**src/rtl/aquarium_light_sequencer.sv**
```systemverilog
// Aquarium lighting sequencer: minute-of-day clock, day/evening/night resolver, linear LED fader, per-channel PWM, feed scheduler.
// Latency: minute/feed_req/feed_overrun update 1 clock after the strobe; one fade step every FADE_DIV clocks; pwm_out 1 clock after the PWM counter.
// Backpressure: feed_req is held until feed_ack; a feed event while a request is pending pulses feed_overrun instead of queueing.
//
// Ports:
//   clock, reset_n            system clock, synchronous active-low reset
//   minute_tick, time_load    advance / load the minute-of-day (load wins; loads >= 1440 ignored)
//   time_val                  minute to load, 0..1439
//   cfg_{day,eve,ngt}_start   mode boundaries in minutes (cyclic windows)
//   cfg_{day,eve,ngt}_col     per-mode target levels, channel 0 in the LSBs
//   cfg_feed0/1, feed_ack     feed times (>= 1440 disables a slot) and feeder handshake
//   amb_lvl                   ambient light level (AMBIENT_DIM_EN builds only)
//   minute, mode, fading      current minute, settled mode (00 day, 01 eve, 10 night), fade active
//   level, pwm_out            current channel levels and their PWM outputs
//   feed_req, feed_overrun    pending feed request, one-cycle overrun pulse
//
// Build option: define AMBIENT_DIM_EN to add amb_lvl; when amb_lvl > AMB_THR at a PWM
// wrap the next PWM period runs at half the level (the level output is unaffected).

module aquarium_light_sequencer #(
    parameter int CH_N     = 3,
    parameter int CW       = 8,
    parameter int FADE_DIV = 1024,
    parameter int AMB_THR  = 128
) (
    input  logic                 clock,
    input  logic                 reset_n,
    input  logic                 minute_tick,
    input  logic                 time_load,
    input  logic [10:0]          time_val,
    input  logic [10:0]          cfg_day_start,
    input  logic [10:0]          cfg_eve_start,
    input  logic [10:0]          cfg_ngt_start,
    input  logic [CH_N*CW-1:0]   cfg_day_col,
    input  logic [CH_N*CW-1:0]   cfg_eve_col,
    input  logic [CH_N*CW-1:0]   cfg_ngt_col,
    input  logic [10:0]          cfg_feed0,
    input  logic [10:0]          cfg_feed1,
    input  logic                 feed_ack,
`ifdef AMBIENT_DIM_EN
    input  logic [CW-1:0]        amb_lvl,
`endif
    output logic [10:0]          minute,
    output logic [1:0]           mode,
    output logic                 fading,
    output logic [CH_N*CW-1:0]   level,
    output logic [CH_N-1:0]      pwm_out,
    output logic                 feed_req,
    output logic                 feed_overrun
);

    localparam logic [10:0] MIN_N = 11'd1440;
    localparam int DW = (FADE_DIV > 1) ? $clog2(FADE_DIV) : 1;
    localparam logic [DW-1:0] DIV_LAST = DW'(FADE_DIV - 1);

    typedef enum logic [1:0] {
        MODE_DAY = 2'b00,
        MODE_EVE = 2'b01,
        MODE_NGT = 2'b10
    } mode_e;

    typedef enum logic {
        ST_STEADY = 1'b0,
        ST_FADE   = 1'b1
    } state_e;

    typedef logic [CH_N-1:0][CW-1:0] lvl_t;

    // Minutes elapsed since boundary b, going backwards around the 1440-minute day.
    function automatic logic [11:0] since(input logic [10:0] m, input logic [10:0] b);
        if (m >= b) since = {1'b0, m} - {1'b0, b};
        else        since = {1'b0, m} + 12'd1440 - {1'b0, b};
    endfunction

    logic [10:0]   minute_q, minute_d;
    logic          feed_req_q, feed_req_d;
    logic          feed_ovr_q, feed_ovr_d;
    state_e        state_q, state_d;
    mode_e         mode_q, mode_d;
    logic          fading_q, fading_d;
    lvl_t          level_q, level_d;
    logic [DW-1:0] div_q, div_d;
    logic [CW-1:0] cnt_q, cnt_d;
    lvl_t          eff_q, eff_d;
    logic [CH_N-1:0] pwm_q, pwm_d;

    logic          min_upd;
    logic          feed_hit;
    logic [11:0]   age_day, age_eve, age_ngt;
    mode_e         tgt_mode;
    lvl_t          tgt_col;
    lvl_t          day_col, eve_col, ngt_col;
    lvl_t          lvl_step;
    lvl_t          eff_new;
    logic          fade_tick;

    assign day_col = cfg_day_col;
    assign eve_col = cfg_eve_col;
    assign ngt_col = cfg_ngt_col;

    // Minute counter and feed scheduling. A feed event fires on any accepted
    // tick or load whose resulting minute matches an enabled slot, including a
    // reload of the current minute; equal slots collapse into one event.
    always_comb begin
        minute_d = minute_q;
        min_upd  = 1'b0;
        if (time_load) begin
            if (time_val < MIN_N) begin
                minute_d = time_val;
                min_upd  = 1'b1;
            end
        end else if (minute_tick) begin
            minute_d = (minute_q == MIN_N - 11'd1) ? 11'd0 : minute_q + 11'd1;
            min_upd  = 1'b1;
        end

        feed_hit = min_upd &&
                   (((cfg_feed0 < MIN_N) && (minute_d == cfg_feed0)) ||
                    ((cfg_feed1 < MIN_N) && (minute_d == cfg_feed1)));
        feed_req_d = feed_hit | (feed_req_q & ~feed_ack);
        feed_ovr_d = feed_hit & feed_req_q & ~feed_ack;
    end

    // Target mode is the boundary passed most recently; on a tie (equal
    // boundaries) night beats evening beats day.
    always_comb begin
        age_day  = since(minute_q, cfg_day_start);
        age_eve  = since(minute_q, cfg_eve_start);
        age_ngt  = since(minute_q, cfg_ngt_start);
        tgt_mode = MODE_NGT;
        tgt_col  = ngt_col;
        if (!((age_ngt <= age_eve) && (age_ngt <= age_day))) begin
            if (age_eve <= age_day) begin
                tgt_mode = MODE_EVE;
                tgt_col  = eve_col;
            end else begin
                tgt_mode = MODE_DAY;
                tgt_col  = day_col;
            end
        end
    end

    // One-LSB move toward the target, saturating at the target.
    always_comb begin
        lvl_step = level_q;
        for (int i = 0; i < CH_N; i++) begin
            if (level_q[i] < tgt_col[i])      lvl_step[i] = level_q[i] + 1'b1;
            else if (level_q[i] > tgt_col[i]) lvl_step[i] = level_q[i] - 1'b1;
        end
    end

    assign fade_tick = (div_q == DIV_LAST);

    // Fade FSM. The divider is parked at zero while steady so a fresh fade
    // takes exactly max|delta| * FADE_DIV clocks; a retarget mid-fade keeps it
    // running and simply steps from the current levels toward the new colour.
    always_comb begin
        state_d  = state_q;
        mode_d   = mode_q;
        fading_d = fading_q;
        level_d  = level_q;
        div_d    = div_q;
        case (state_q)
            ST_STEADY: begin
                div_d = '0;
                if ((tgt_mode != mode_q) || (level_q != tgt_col)) begin
                    state_d  = ST_FADE;
                    fading_d = 1'b1;
                end
            end
            ST_FADE: begin
                if (fade_tick) begin
                    level_d = lvl_step;
                    div_d   = '0;
                end else begin
                    div_d = div_q + 1'b1;
                end
                if (level_d == tgt_col) begin
                    state_d  = ST_STEADY;
                    mode_d   = tgt_mode;
                    fading_d = 1'b0;
                end
            end
            default: begin
                state_d = ST_STEADY;
            end
        endcase
    end

    // PWM: effective levels only change at counter wrap so a period is never cut short.
    always_comb begin
        eff_new = level_q;
`ifdef AMBIENT_DIM_EN
        if (amb_lvl > CW'(AMB_THR)) begin
            for (int i = 0; i < CH_N; i++) eff_new[i] = level_q[i] >> 1;
        end
`endif
        cnt_d = cnt_q + 1'b1;
        eff_d = (&cnt_q) ? eff_new : eff_q;
        for (int i = 0; i < CH_N; i++) pwm_d[i] = (cnt_q < eff_q[i]);
    end

    always_ff @(posedge clock) begin
        if (!reset_n) begin
            minute_q   <= '0;
            feed_req_q <= 1'b0;
            feed_ovr_q <= 1'b0;
            state_q    <= ST_STEADY;
            mode_q     <= MODE_NGT;
            fading_q   <= 1'b0;
            level_q    <= '0;
            div_q      <= '0;
            cnt_q      <= '0;
            eff_q      <= '0;
            pwm_q      <= '0;
        end else begin
            minute_q   <= minute_d;
            feed_req_q <= feed_req_d;
            feed_ovr_q <= feed_ovr_d;
            state_q    <= state_d;
            mode_q     <= mode_d;
            fading_q   <= fading_d;
            level_q    <= level_d;
            div_q      <= div_d;
            cnt_q      <= cnt_d;
            eff_q      <= eff_d;
            pwm_q      <= pwm_d;
        end
    end

    assign minute       = minute_q;
    assign mode         = mode_q;
    assign fading       = fading_q;
    assign level        = level_q;
    assign pwm_out      = pwm_q;
    assign feed_req     = feed_req_q;
    assign feed_overrun = feed_ovr_q;

endmodule
```
**config.mk**
```make
export PLATFORM = sky130hd
export DESIGN_NAME = aquarium_light_sequencer
export DESIGN_NICKNAME = d
export VERILOG_FILES = /design/src/rtl/aquarium_light_sequencer.sv
export SDC_FILE = /design/constraint.sdc
export NUM_CORES = 1
export LEC_CHECK = 0
export BUFFER_PORTS_ARGS = -buffer_cell sky130_fd_sc_hd__buf_2
export CAP_MARGIN = 0
export CORE_MARGIN = 2
export CORE_UTILIZATION = 58
export CTS_CLUSTER_SIZE = 40
export DETAILED_ROUTE_END_ITERATION = 10
export PLACE_DENSITY = 0.83
export SLEW_MARGIN = 20
export SYNTH_ARGS = -nofsm -noshare
export SYNTH_HDL_FRONTEND = slang
export SYNTH_SLANG_ARGS = --single-unit
```
**constraint.sdc**
```tcl
create_clock -name clock -period 10.05 [get_ports clock]
set_input_delay 1.005 -clock clock [delete_from_list [all_inputs] [get_ports clock]]
set_output_delay 1.005 -clock clock [all_outputs]
set_load 0.01 [all_outputs]
```
# ---- Yosys cells after proc, flatten, opt, wreduce, memory -nomap -nowiden
# Cells that the tools add are included.
dict set report op_classes {
  add_sub_neg 16
  n_mul 0
  n_div 0
  magnitude_cmp 18
  eq_ne 9
  n_shift 0
  muxes 30
  bitwise_logic 6
  reduce_logical 9
}
# op count
set ops {}
lappend ops {{$mux 24} 4}
lappend ops {{$lt 8x8->1} 6}
lappend ops {{$mux 8} 6}
lappend ops {{$mux 11} 4}
lappend ops {{$le 12x12->1} 3}
lappend ops {{$mux 12} 3}
lappend ops {{$sub 11x11->12} 3}
lappend ops {{$sub 12x11->12} 3}
lappend ops {{$ge 11x11->1} 3}
lappend ops {{$lt 11x11->1 const B} 3}
lappend ops {{$add 8x1->8 const B} 4}
lappend ops {{$eq 24x24->1} 1}
lappend ops {{$gt 8x8->1} 3}
lappend ops {{$ne 24x24->1} 1}
lappend ops {{$sub 8x1->8 const B} 3}
lappend ops {{$eq 11x11->1} 2}
lappend ops {{$pmux 10 s2} 1}
lappend ops {{$add 11x11->12 const B} 1}
lappend ops {{$add 11x1->11 const B} 1}
lappend ops {{$eq 11x11->1 const B} 1}
lappend ops {{$add 10x1->10 const B} 1}
lappend ops {{$eq 10x10->1 const B} 1}
lappend ops {{$mux 10} 1}
lappend ops {{$mux 1} 8}
lappend ops {{12 further kinds} 21}
dict set report word_totals {
  reg_bits 86
  latch_bits 0
  ramBits 0
  romBits 0
  wordCells 103
  memories 0
}

# ---- Longest topological paths before layout
# Gate-level depths: netlist of the first run.
dict set report depth {
  ltp_word 14
  mapped_depth 39
}

# ---- Least setup slack after synthesis of the first run
# Ideal clock, no wire load.
dict set report synth_timing {
  path_type {input -> register}
  from {input port cfg_eve_start[0]}
  to {register mode_q[0] (netlist: mode[0])}
  setup_time_ps 70
  arrival_time_ps 8864
  required_time_ps 9980
  path_slack_ps 1116
  cell_stages 35
  path_buffers 3
  cell_sequence {ha_1 inv_1 fa_1 a21o_1 a21oi_1 a21oi_1 o21ai_0 a21boi_0 o21a_1 o21ai_0 a21oi_1 o21a_1 or2_2 clkbuf_1 mux2_2 ha_1 nand4_1 a211o_1 a31oi_2 buf_2 buf_1 mux2_2 mux2i_1 ha_1 nand4_1 nor2_1 or4_1 or4_1 mux2i_1 xnor2_1 xnor2_1 nand4_1 or4b_4 or4_1 a21oi_1}
}
dict set report synth_between {
  elab_chain_cells 12
  word_cells_on_any_way 27
  cone_classes {2 x add/sub; 9 x order compare; 1 x eq/ne; 13 x mux; 2 x reduce/logical}
}
# item line
set synth_rtl {}
lappend synth_rtl {{from (decl)} 32} ;# input logic [10:0] cfg_eve_start,
lappend synth_rtl {{$sub 12x11->12, or another cell as far along} 72} ;# else since = {1'b0, m} + 12'd1440 - {1'b0, b};
lappend synth_rtl {{$mux 12 *} 71} ;# if (m >= b) since = {1'b0, m} - {1'b0, b};
lappend synth_rtl {{$le 12x12->1, on equally long branches} {133, 132}}
lappend synth_rtl {{$mux 24 or $logic_and 1x1->1 (tied branches)} {133, 132}}
lappend synth_rtl {{$mux 24} 132} ;# if (!((age_ngt <= age_eve) && (age_ngt <= age_day))) begin
lappend synth_rtl {{$gt 8x8->1} 148} ;# else if (level_q[i] > tgt_col[i]) lvl_step[i] = level_q[i] - 1'b1;
lappend synth_rtl {{$mux 8} 148}
lappend synth_rtl {{$mux 8} 147} ;# if (level_q[i] < tgt_col[i]) lvl_step[i] = level_q[i] + 1'b1;
lappend synth_rtl {{$mux 24} 172} ;# if (fade_tick) begin
lappend synth_rtl {{$mux 24} 163} ;# case (state_q)
lappend synth_rtl {{$eq 24x24->1} 178} ;# if (level_d == tgt_col) begin
lappend synth_rtl {{$reduce_and 2->1 (no line)} -}
lappend synth_rtl {{to (signal assigned)} 221} ;# mode_q <= mode_d;
lappend synth_rtl {{to (decl)} 79} ;# mode_e mode_q, mode_d;
# Mark *: on every way between the ends. The rest lies on a longest branch, timed or not. The select of a mux whose other input is x is not followed.
# A chain may end at the register's enable or synchronous reset.

# ---- Worst setup path after layout of the first run
# Same ends and word-level chain as after synthesis.

==> results_dict.tcl, run 1 <==
set metrics [dict create \
    worstMarginPinSlew_ps 947 \
    worst_path_most_repeated_cell "a21oi_1" \
    fin_setup_tns_ps 0 \
    worst-path-buf-inv 2 \
    run_status "completed" \
    synth_nets 1559 \
    grt_max_degree 61 \
    slowest_delay_ps 640 \
    drc 0 \
    async_flop_share_pct 0 \
    p_per_area_mw_per_mm2 153 \
    mostFrequentLayoutCells "185 x buf_2, 142 x ha_1, 113 x nand2_1, 112 x a21oi_1, 109 x inv_1" \
    start_util_pct 59.2 \
    h-tree-depth 3 \
    critPathCaptureType "flop" \
    hold_start "eff_q[21]$_SDFFE_PN0P_" \
    antenna_found_initial 0 \
    drt_iter0_drc 555 \
    start_kind "input pin" \
    hold_ws_ps 456 \
    ys_types 58 \
    cts_setup_buffers 0 \
    rsz0062_at_grt "false" \
    die_h_um 134 \
    worstPathMaxFanout 20 \
    root_buffer "clkbuf_16" \
    wirelength_um 28300 \
    final_common_cell "buf_2" \
    holdPathEnd "eff_q[21]$_SDFFE_PN0P_" \
    synth_seq_area_share_pct 17.5 \
    synth_edf_count 0 \
    startpoint "cfg_eve_start[0]" \
    maxSlewHeadroom_pct 36.7 \
    rr_worst_depth 33 \
    fin_nets 1724 \
    p_leak_nw 5.26 \
    io_pins 186 \
    place_congestion 0.951 \
    clockBufferDepth 2 \
    synth_flop_cell "dfxtp_1" \
    cts_tree "built" \
    vias 9730 \
    ys.warnings.count 0 \
    track_usage_pct 31.2 \
    area_growth_pct 14.5 \
    hold_viol_final 0 \
    pre_cts_ws_ps 563 \
    min_path_type "flop to flop" \
    whs_path_depth 2 \
    diodes 0 \
    fmax_mhz 108 \
    setup_viol 0 \
    clk_pin_slew_ps 70 \
    synthCells 1271 \
    r2r_setup_slack_ps 930 \
    dp_hpwl_um 22500 \
    timing.rr.end "mode[0]$_SDFFE_PN0P_" \
    grt_pass1_wl_um 45300 \
    dieArea_mm2 0.0180 \
    clk_latency_ps 350 \
    cts-buffers-inserted 9 \
    required_ps 10330 \
    reg2reg_from "minute[0]$_SDFF_PN0_" \
    critPathTopFamily "simple AND/OR/NAND/NOR gates" \
    routedWlPerCell_um 17.1 \
    max_cap_viol_count 0 \
    syn-cell-area_mm2 0.00982 \
    maxSlewViolCount 0 \
    firstDrtPassIters 5 \
    cts_resized 0 \
    utilization_pct 67.8 \
    syn_area_per_cell_um2 7.73 \
    period_minus_slack_ps 9230 \
    clock_sink_count 86 \
    grt_overflow_total 0 \
    fin_crit_sh_pct 91.9 \
    rows 47 \
    path_class "input pin to flop" \
    io_buffer_count 185 \
    antenna_left 0 \
    vdd_ir_drop_max_mv 0.158 \
    postCtsHoldBufs 0 \
    grt_pass1_vias 9520 \
    arrival_ps 9510 \
    setup_ws_ps 818 \
    drive_above_1_share_pct 17.9 \
    fin_skew_ps 11.6 \
    critPathSlowestCell "a31oi_4" \
    core_mm2 0.0166 \
    synth-seq-cells 86 \
    die_x_um 134 \
    via_per_inst 5.86 \
]
per-layer routing:
| layer | wire, um | GRT usage (%) | part of all wire, % | vias to the layer above |
|---|---|---|---|---|
| li1 | - | - | - | 4829 |
| met1 | 11800 | 36.6 | 42 | 4449 |
| met2 | 13500 | 56.4 | 48 | 383 |
| met3 | 1920 | 5.10 | 6.8 | 69 |
| met4 | 1070 | 12.6 | 3.8 | 0 |
| met5 | 0 | 0 | 0 | - |
cell families (layout without fill, tap and decap cells):
group	Yosys count	after routing	synth area share, %
simple gates	403	403	20.4
compound gates	275	275	16.9
buf+inv	149	319	5.87
fa+ha+maj	145	145	18.7
xor+xnor	132	132	11.9
flops	86	86	17.5
mux	81	81	8.65
worst reg2reg max path, delay by kind of cell (launching register included):
| family | cells | cell delay, ps |
|---|---|---|
| AND/OR/NAND/NOR | 9 | 2870 |
| AO/OA/AOI/OAI | 12 | 2610 |
| multiplexers | 4 | 1320 |
| adder cells (fa/ha/maj) | 4 | 1230 |
| flip-flops | 1 | 410 |
| XOR/XNOR | 2 | 380 |
| buffers and inverters | 2 | 250 |
area by class of cell:
type                       instances  area, um2
clock buffer                       9        225
clock inverter                     7       87.6
fill                            1428       5340
inverter                         110        413
multi-input combinational       1036       7540
sequential                        86       1720
tap                              220        275
timing repair buffer             193        986
state kept, by name, summed over array words and instances (netlist names):
name,flops
cnt_q,8
div_q,10
eff_q,24
fading,1
feed_overrun,1
feed_req,1
level,24
minute,11
mode,2
pwm_out,3
state_q,1
power by group:
group	switching, mW	internal [mW]	total, mW
Clock	0.155	0.199	0.354
Sequential	0.0155	0.347	0.362
Combinational	0.558	0.449	1.01
synth_stat cells (13+ instances only):
cell      number  area [um2]
a21o_1        27         203
a21oi_1      112         561
and3_1        16         100
clkbuf_1      28         105
dfxtp_1       86        1720
ha_1         142        1780
inv_1        110         413
mux2_2        31         349
mux2i_1       50         500
nand2_1      113         424
nand2b_1      20         125
nand3_1       36         180
nand4_1       35         219
nor2_1        85         319
nor2b_1       18         113
nor3_1        19        95.1
o21ai_0       61         305
or3_1         13        81.3
xnor2_1       73         639
xor2_1        58         508
how the worst max path moves through the flow:
stage / to / slack (ps) / depth (start not counted)
floorplan: mode[0]$_SDFFE_PN0P_ / 1120 / 35
global placement: mode[0]$_SDFFE_PN0P_ / 640 / 33
detailed placement: mode[0]$_SDFFE_PN0P_ / 560 / 33
CTS: mode[0]$_SDFFE_PN0P_ / 880 / 33
global route: mode[0]$_SDFFE_PN0P_ / 250 / 33
finish: mode[0]$_SDFFE_PN0P_ / 820 / 33
through the flow:
stage          cell area, um2  power (mW)  std cells
2_1_floorplan            9820        1.11       1271
3_3_place_gp            10900        1.33       1645
3_5_place_dp            10900        1.36       1645
4_1_cts                 11200        1.72       1661
5_1_grt                 11200        1.84       1661
6_report                11200        1.72       1661
Power figures use the tool's default switching activity.
==> run 2, diff against run 1 <==
==> constraint.sdc (replaced) <==
create_clock -name clock -period 10.05 [get_ports clock]
set_input_delay 0.5025 -clock clock [delete_from_list [all_inputs] [get_ports clock]]
set_output_delay 0.5025 -clock clock [all_outputs]
set_load 0.01 [all_outputs]
==> run 2 against run 1 <==
Net effect:
- register-to-register slack lost 30 ps
- power fell by 0.24%
- routed wire length decreased by 0.32%
- critical path type is now flop to flop
==> results_dict.tcl, run 2 (synthesis gave the netlist of run 1 again) <==
set metrics [dict create \
    vias 9751 \
    place_area_mm2 0.0109 \
    grt_overflow_total 0 \
    routedWlPerCell_um 17.0 \
    rsz0062_at_grt "false" \
    cts-buffers-inserted 9 \
    postCtsHoldBufs 0 \
    p_leak_nw 5.26 \
    mostFrequentLayoutCells "185 x buf_2, 142 x ha_1, 113 x nand2_1, 112 x a21oi_1, 109 x inv_1" \
    fin_skew_ps 9.34 \
    vdd_ir_drop_max_mv 0.156 \
    die_h_um 134 \
    cts_resized 0 \
    internal_power_uw 992 \
    worstPathMaxFanout 19 \
    run_status "completed" \
    clock_sink_count 86 \
    grt_max_degree 61 \
    antenna_found_initial 0 \
    worst-path-buf-inv 1 \
    io_pins 186 \
    fin_crit_sh_pct 91.0 \
    clk_pin_slew_ps 70 \
    critPathTopFamily "compound AO/OA/AOI/OAI gates" \
    p_comb_share_pct 58.5 \
    wirelength_um 28200 \
    min_path_type "flop to flop" \
    grt_pass1_vias 9214 \
    drt_iter0_drc 556 \
    setup_viol 0 \
    maxSlewHeadroom_pct 39.9 \
    start_kind "flop" \
    io_buffer_count 185 \
    fin_nets 1722 \
    design_area_mm2 0.0112 \
    core_mm2 0.0166 \
    track_usage_pct 31.1 \
    clk_latency_ps 360 \
    area_growth_pct 14.3 \
    maxSlewViolCount 0 \
    place_congestion 0.982 \
    hold_ws_ps 457 \
    rows 47 \
    drive_above_1_share_pct 17.8 \
    required_ps 10340 \
    path_class "flop to flop" \
    fmax_mhz 109 \
    clockBufferDepth 2 \
    h-tree-depth 3 \
    drc 0 \
    slowest_delay_ps 720 \
    dieArea_mm2 0.0180 \
    root_buffer "clkbuf_16" \
    diodes 0 \
    via_per_inst 5.88 \
    start_util_pct 59.2 \
    p_sw_uw 728 \
    final_common_cell "buf_2" \
    period_minus_slack_ps 9150 \
    arrival_ps 9440 \
    firstDrtPassIters 5 \
    antenna_left 0 \
    fin_setup_tns_ps 0 \
    critPathSlowestCell "a21o_1" \
    pwr-share-seq_pct 21.1 \
    clock_power_share_pct 20.4 \
    grt_pass1_wl_um 45000 \
    die_x_um 134 \
    hold_viol_final 0 \
    dp_hpwl_um 22700 \
    switching_share_pct 42.3 \
    worstMarginPinSlew_ps 900 \
    cts_tree "built" \
    critPathCaptureType "flop" \
    cts_setup_buffers 0 \
    max_cap_viol_count 0 \
    p_per_area_mw_per_mm2 153 \
]
[run 2: area by class of cell]
cell class              instances  area [um2]
clock inverters                 7        85.1
clock buffers                   9         225
fillers                      1421        5350
flip-flops and latches         86        1720
well taps                     220         275
repair buffers                191         971
multi-input cells            1036        7540
inverters                     110         413
[run 2: worst paths after layout]
kind / start / endpoint / slack, ps / cells after the start
hold / removal: eff_q[2]$_SDFFE_PN0P_ / eff_q[2]$_SDFFE_PN0P_ / 460 / 2
setup / recovery: minute[1]$_SDFF_PN0_ / mode[0]$_SDFFE_PN0P_ / 900 / 31
setup reg to reg: minute[1]$_SDFF_PN0_ / mode[0]$_SDFFE_PN0P_ / 900 / 31
hold reg to reg: eff_q[2]$_SDFFE_PN0P_ / eff_q[2]$_SDFFE_PN0P_ / 460 / 2
[run 2: power by group through the flow]
stage / Combinational (mW) / Sequential (mW) / Clock (mW)
3_5_place_dp: 0.987 / 0.370 / 0
2_1_floorplan: 0.742 / 0.365 / 0
6_report: 1.01 / 0.362 / 0.351
4_1_cts: 0.995 / 0.362 / 0.357
3_3_place_gp: 0.959 / 0.369 / 0
5_1_grt: 1.11 / 0.363 / 0.367
[run 2: worst reg2reg max path: cells and delay by family, from the launching register on]
kind	cells	cell delay, ps
compound gates	12	3200
fa+ha+maj	3	1030
xor+xnor	3	590
simple gates	9	2420
buf+inv	1	340
flops	1	700
mux	3	810
[run 2: layer usage]
metal	up-vias	GRT usage, %	routed length, um
li1	4811	-	-
met1	4451	38.4	11800
met2	397	53.0	13200
met3	92	4.80	1940
met4	0	15.4	1300
met5	-	0	0
[run 2: per-stage QoR]
step | util (%) | worst slack, ps | std cells | total power [mW]
after CTS | 67.7 | 1010 | 1659 | 1.71
after global routing | 67.7 | 311 | 1659 | 1.84
after floorplan | - | 1620 | 1271 | 1.11
final | 67.7 | 900 | 1659 | 1.72
after global placement | 65.9 | 1140 | 1643 | 1.33
after detailed placement | 65.9 | 1020 | 1643 | 1.36
==> run 3, diff against run 2 <==
Settings changed: CORE_MARGIN 2 to 5, CORE_UTILIZATION 58 to 59, CTS_BUF_LIST from default to sky130_fd_sc_hd__clkbuf_4 sky130_fd_sc_hd__clkbuf_8, PLACE_DENSITY 0.83 to 0.84.
==> run 3 against run 2 <==
Net effect:
- count of clock-buffer cells in the layout stayed put
- fmax shrank 0.46%
- clock skew is 5.8 ps higher
- combinational power about the same
- first-iteration DRC count is 25% higher
- cell area shrank 1.2%
- setup slack got worse by 42 ps
- utilization down 0.37 points
==> results_dict.tcl, run 3 (synthesis gave the netlist of run 1 again) <==
set metrics [dict create \
    run_status "completed" \
    cts_tree "built" \
    grt_overflow_total 0 \
    p_per_area_mw_per_mm2 143 \
    arrival_ps 9500 \
    vias 9857 \
    period_minus_slack_ps 9190 \
    clock_sink_count 86 \
    drt_iter0_drc 695 \
    vdd_ir_drop_max_mv 0.119 \
    critPathCaptureType "flop" \
    fmax_mhz 109 \
    antenna_left 0 \
    clockBufferDepth 2 \
    clk_latency_ps 370 \
    max_cap_viol_count 0 \
    required_ps 10360 \
    dp_hpwl_um 23400 \
    cts_resized 0 \
    fin_crit_sh_pct 91.5 \
    track_usage_pct 28.5 \
    fin_skew_ps 15.2 \
    dieArea_mm2 0.0193 \
    io_buffer_count 185 \
    final_common_cell "buf_2" \
    worst_path_most_repeated_cell "a21oi_1" \
    h-tree-depth 3 \
    critPathSlowestCell "or4b_4" \
    die_x_um 139 \
    cts-buffers-inserted 9 \
    antenna_found_initial 1 \
    root_buffer "clkbuf_8" \
    hold_viol_final 0 \
    min_path_type "flop to flop" \
    rows 47 \
    slowest_delay_ps 510 \
    routedWlPerCell_um 17.4 \
    area_growth_pct 12.9 \
    drc 0 \
    die_h_um 139 \
    maxSlewHeadroom_pct 36.9 \
    cts_setup_buffers 0 \
    pre_cts_ws_ps 1080 \
    drive_above_1_share_pct 17.6 \
    core_mm2 0.0165 \
    io_pins 186 \
    worst-path-buf-inv 3 \
    stdcell_count 1656 \
    mostFrequentLayoutCells "185 x buf_2, 142 x ha_1, 113 x nand2_1, 112 x a21oi_1, 109 x inv_1" \
    p_leak_nw 5.19 \
    critPathTopFamily "compound AO/OA/AOI/OAI gates" \
    grt_max_degree 54 \
    wirelength_um 28800 \
    diodes 0 \
    grt_pass1_wl_um 46100 \
    start_kind "flop" \
    maxSlewViolCount 0 \
    place_congestion 1.04 \
    rsz0062_at_grt "false" \
    setup_ws_ps 858 \
    p_total_mw 1.59 \
    fin_nets 1719 \
    path_class "flop to flop" \
    worstPathMaxFanout 19 \
    worstMarginPinSlew_ps 943 \
    start_util_pct 59.7 \
    setup_viol 0 \
    via_per_inst 5.95 \
    grt_pass1_vias 9526 \
    fin_setup_tns_ps 0 \
    utilization_pct 67.4 \
    firstDrtPassIters 7 \
    postCtsHoldBufs 0 \
    clk_pin_slew_ps 100 \
    placedCellCount 1640 \
]
## run 3: layout make-up
type	count	area, um2
sequential	86	1720
tap	220	275
inverter	110	413
fill	1394	5380
clock inverter	7	68.8
multi-input combinational	1036	7540
timing repair buffer	188	948
clock buffer	9	124
## run 3: path summary, 6_finish.rpt
check                                            start                     end  cells past startpoint  slack, ps
worst max-delay path              minute[0]$_SDFF_PN0_    mode[0]$_SDFFE_PN0P_                     35        860
worst min-delay path            eff_q[13]$_SDFFE_PN0P_  eff_q[13]$_SDFFE_PN0P_                      2        460
worst max register to register    minute[0]$_SDFF_PN0_    mode[0]$_SDFFE_PN0P_                     35        860
worst min register to register  eff_q[13]$_SDFFE_PN0P_  eff_q[13]$_SDFFE_PN0P_                      2        460
## run 3: where the power goes
group	leakage, nW	internal, mW	switching, mW
combinational	4.40	0.441	0.546
clock	0.100	0.0976	0.141
sequential	0.697	0.347	0.0160
## run 3: per-stage QoR
step / hold slack [ps] / area (um2)
6_report: 460 / 11100
5_1_grt: 467 / 11100
4_1_cts: 456 / 11100
3_5_place_dp: 447 / 10900
3_3_place_gp: 442 / 10900
2_1_floorplan: 430 / 9820
## run 3: worst register-to-register path, delay by kind of cell, from the launching register on
kind,cells,cell delay [ps]
buf+inv,3,640
flops,1,370
mux,3,1160
compound gates,17,3470
xor+xnor,2,300
simple gates,6,2020
fa+ha+maj,4,1180
## run 3: metal layers
layer,global-route usage (%),up-vias,routed length (um)
met1,34.3,4532,11800
met4,10.2,2,1030
met2,50.8,436,13900
met3,5.38,85,2090
met5,0,-,14
li1,-,4802,-
